`config.mk`:
```
export PLATFORM = sky130hd
export DESIGN_NAME = wr_chk_chan
export DESIGN_NICKNAME = d
export VERILOG_FILES = /design/src/rtl/wr_chk_pkg.sv /design/src/rtl/wr_chk_chan.sv
export SDC_FILE = /design/constraint.sdc
export NUM_CORES = 1
export LEC_CHECK = 0
export ABC_CLOCK_PERIOD_IN_PS = 2890
export BUFFER_PORTS_ARGS = -buffer_cell sky130_fd_sc_hd__buf_2
export CAP_MARGIN = 40
export CORE_MARGIN = 2
export CORE_UTILIZATION = 40
export CTS_CLUSTER_DIAMETER = 100
export CTS_CLUSTER_SIZE = 30
export DETAILED_ROUTE_END_ITERATION = 8
export MAX_ROUTING_LAYER = met4
export PLACE_DENSITY = 0.66
export SLEW_MARGIN = 5
export SYNTH_ARGS = -nofsm -noshare
export SYNTH_HDL_FRONTEND = slang
export SYNTH_SLANG_ARGS = --single-unit
export TNS_END_PERCENT = 30
```
`constraint.sdc`:
```
create_clock -name clk -period 2.89 [get_ports clk]
set_clock_uncertainty 0.05 [all_clocks]
set_input_delay 0.289 -clock clk [delete_from_list [all_inputs] [get_ports clk]]
set_output_delay 0.289 -clock clk [all_outputs]
set_load 0.005 [all_outputs]
```
`src/rtl/wr_chk_pkg.sv`:
```
`default_nettype none
// +------------------------------------------------------------------+
// | wr_chk_pkg: shared types and parameter limits for wr_en_checker   |
// | Rev 1.0                                                           |
// +------------------------------------------------------------------+
package wr_chk_pkg;

  typedef enum logic [0:0] {
    CLEAN = 1'b0,
    FAULT = 1'b1
  } chan_state_e;

  localparam int C_NUM_CH_MIN = 1;
  localparam int C_NUM_CH_MAX = 32;
  localparam int C_CNT_W_MIN  = 2;
  localparam int C_CNT_W_MAX  = 16;
  localparam int C_WINDOW_MIN = 0;
  localparam int C_WINDOW_MAX = 255;

endpackage
`default_nettype wire

```
`src/rtl/wr_chk_chan.sv`:
```
`default_nettype none
// +------------------------------------------------------------------+
// | wr_chk_chan: one channel's age tracker, fault FSM and counter     |
// | Rev 1.0                                                           |
// +------------------------------------------------------------------+
module wr_chk_chan
  import wr_chk_pkg::*;
#(
  parameter int CNT_W  = 8,
  parameter int WINDOW = 0
) (
  input  logic             clk,
  input  logic             rst_n,
  input  logic             enable,
  input  logic             write,
  input  logic             clr,
  output logic             viol,
  output logic             err_pulse,
  output logic             err_sticky,
  output logic [CNT_W-1:0] viol_cnt
);

  localparam int               AGE_W     = $clog2(WINDOW + 2);
  localparam logic [AGE_W-1:0] C_AGE_MAX = AGE_W'(WINDOW + 1);
  localparam logic [AGE_W-1:0] C_WINDOW  = AGE_W'(WINDOW);
  localparam logic [CNT_W-1:0] C_CNT_MAX = '1;

  logic [AGE_W-1:0] r_age;
  logic [CNT_W-1:0] r_cnt;
  logic             r_pulse;
  chan_state_e      r_state;
  chan_state_e      w_state_nxt;
  logic             w_viol;

  // Age resets to the expired value so no grace survives a reset.
  assign w_viol = write & ~enable & (r_age > C_WINDOW);

  always_ff @(posedge clk) begin
    if (!rst_n) begin
      r_age <= C_AGE_MAX;
    end else if (enable) begin
      r_age <= AGE_W'(1);
    end else if (r_age != C_AGE_MAX) begin
      r_age <= r_age + AGE_W'(1);
    end
  end

  always_comb begin
    w_state_nxt = r_state;
    if (clr) begin
      w_state_nxt = CLEAN;
    end
    if (w_viol) begin
      w_state_nxt = FAULT;
    end
  end

  always_ff @(posedge clk) begin
    if (!rst_n) begin
      r_state <= CLEAN;
    end else begin
      r_state <= w_state_nxt;
    end
  end

  // Clear lands before a same-cycle violation, so the count restarts at 1.
  always_ff @(posedge clk) begin
    if (!rst_n) begin
      r_cnt   <= '0;
      r_pulse <= 1'b0;
    end else begin
      r_pulse <= w_viol;
      if (clr) begin
        r_cnt <= w_viol ? CNT_W'(1) : '0;
      end else if (w_viol && (r_cnt != C_CNT_MAX)) begin
        r_cnt <= r_cnt + CNT_W'(1);
      end
    end
  end

  assign viol       = w_viol;
  assign err_pulse  = r_pulse;
  assign err_sticky = (r_state == FAULT);
  assign viol_cnt   = r_cnt;

endmodule
`default_nettype wire

```
==> out/results.tsv <==
metric	value	unit
post_synth_instance_area	567	um^2
vias_in_the_first_global_route	455	
finish.cell_count_without_fillers	93	
cts.htree.levels	1	
cts-root-to-sink-buffers	2	
nNetsFinal	85	
final_hold_viol_count	0	
worst_setup_path_start_kind	register	
chipWidth	41.6	um
boundaryPins	16	
post_cts.resized_instances	0	
tritoncts.num_buffers	3	
cp.required	3.04	ns
timing.setup.critical_path_class	register to register	
grtUsageTotal	0.160	
drv.max_cap_violation_count	0	
grt_antenna_before_repair	0	
start_util	0.430	
dp_hpwl	943	um
root_driver	clkbuf_4	
synth_largest_area_cell	dfxtp_1	
synthTopCellsByArea	dfxtp_1, a21oi_1, a211oi_1	
crit_path_end_kind	register	
detail_route.wirelength	1.26	mm
drive_above_1_share	0.308	
finalCriticalPeriod	1.43	ns
holdBufCountCts	0	
grt_max_degree	11	
postLayoutSetupSlackWorst	1.46	ns
synth_sequential_area_ratio	0.389	
power.static_leakage	0.300	nW
fp.coreArea	1320	um^2
synth-seq-cells	11	
remaining_drc_errors	0	
drt_first_pass_iters	4	
max-vdd-ir-drop	0.000262	V
num_antenna_cells	0	
clk_latency	0.27	ns
buffer_ports.inserted	15	
routability_cong	0.731	
drt-wirelength-per-cell	13.6	um
number_of_synthesized_flops_with_an_enable_pin	0	
grt_setup_unrepaired	false	
syn_nets	66	
clock_slew_seen_by_the_registers_of_the_worst_setup_and_hold_paths	0.07	ns
synth_area_per_cell	9.45	um^2
setup_viol	0	
pwr_density_cell	414	nW/um^2
area.growth.synth_to_final	19.9	%
post-synth-top-area-fraction	0.389	
avgViaCountPerCell	5.80	
syn_inst	60	
grt_remaining_overflow	0	
synthesis.yosys.warnings	0	
dpl.cell_count	89	
fmaxAchievable	700	MHz
tns	0	ns
drt-initial-drc-count	14	
clock-sinks	11	
dr_total_vias	539	
outcome	completed	
yosys_most_used_dff	dfxtp_1	
post-route-period-util	0.494	
critPathArrivalTime	1.58	ns
async_reset_ff_frac	0	
hold_ws	0.240	ns
ys_top_cells_by_count	dfxtp_1, a21oi_1, nand2_1	
placement_rows	13	
cts_post_setup_buffers_inserted	0	
grt_first_pass_wirelength	2.08	mm
post-synth-top-count-cell	dfxtp_1	
tritoncts	built	
die_area	1730	um^2
worst_hold_path_type	input pin to register	
report.final.slew_viol_count	0	
die_ht	41.6	um
ys_types	33	
p_total	0.282	mW
detail-route-antenna-nets	0	
crit_path_max_fanout	6	
place_worst_setup_slack	1.47	ns
==> sequential cells by signal, indices dropped and copies added, names as in the netlist <==
name and cells:
viol_cnt 8, err_pulse 1, err_sticky 1, r_age 1
==> metrics by stage <==
step,utilization,cell area (um^2)
after floorplan,-,567
after global placement,0.496,653
after detailed placement,0.496,653
after CTS,0.516,679
after global routing,0.516,679
final,0.516,679
==> where the power goes <==
part | internal [mW] | switching [mW] | leakage [nW] | total (mW)
Sequential | 0.154 | 0.00156 | 0.0892 | 0.155
Combinational | 0.00746 | 0.00952 | 0.195 | 0.0170
Clock | 0.0535 | 0.0559 | 0.0150 | 0.109
==> placed cells by master (no fill, tap or decap), drive strengths merged <==
cell | Yosys | routed
dfxtp | 11 | 11
nand2b | 1 | 1
o2bb2ai | 1 | 1
nand3 | 1 | 1
nand4b | 1 | 1
o31a | 1 | 1
inv | 3 | 3
mux2i | 1 | 1
nand4 | 1 | 1
buf | 1 | 15
a41oi | 1 | 1
clkbuf | 0 | 4
and3 | 1 | 1
and4b | 2 | 2
nor4 | 2 | 2
a31oi | 2 | 2
a211oi | 4 | 4
nand3b | 1 | 1
ha | 1 | 1
a21boi | 1 | 1
nor2b | 3 | 3
and4 | 2 | 2
nand2 | 4 | 4
and2 | 2 | 2
a21oi | 5 | 5
nor2 | 1 | 1
nor3 | 3 | 3
a311oi | 1 | 1
conb | 1 | 1
a21o | 1 | 1
==> worst max-delay path: stages, from the launching register on <==
cell	delay, ns
dfxtp_1	0.34
ha_1	0.28
and3_1	0.26
a21oi_1	0.21
mux2i_1	0.21
==> routing by layer <==
metal,global-route usage,vias up,wire length (um)
met2,0.222,18,556
li1,-,264,-
met5,-,-,0
met4,0.0774,0,29
met1,0.213,252,596
met3,0.0435,5,78
==> worst paths after layout <==
check                   start  slack, ns  cells past startpoint          end
setup reg to reg  viol_cnt[0]       1.46                      4  viol_cnt[1]
hold reg to reg    err_sticky       0.41                      1   err_sticky
hold / removal          rst_n       0.24                      2  viol_cnt[0]
setup / recovery  viol_cnt[0]       1.46                      4  viol_cnt[1]
==> layout make-up <==
type / instances / area, um^2
clock buffers: 4 / 26.3
fillers: 136 / 638
flip-flops and latches: 11 / 220
well taps: 15 / 18.8
multi-input cells: 45 / 328
repair buffers: 15 / 75.1
inverters: 3 / 11.3
==> cells by family after synthesis <==
group / synth area share
other: 0.00662
AOI/OAI and AO/OA: 0.223
buffers and inverters: 0.0331
muxes: 0.0177
and+or+nand+nor: 0.309
DFF: 0.389
adders and majority gates: 0.0221
Note: power is estimated with default switching activity, not from simulation.
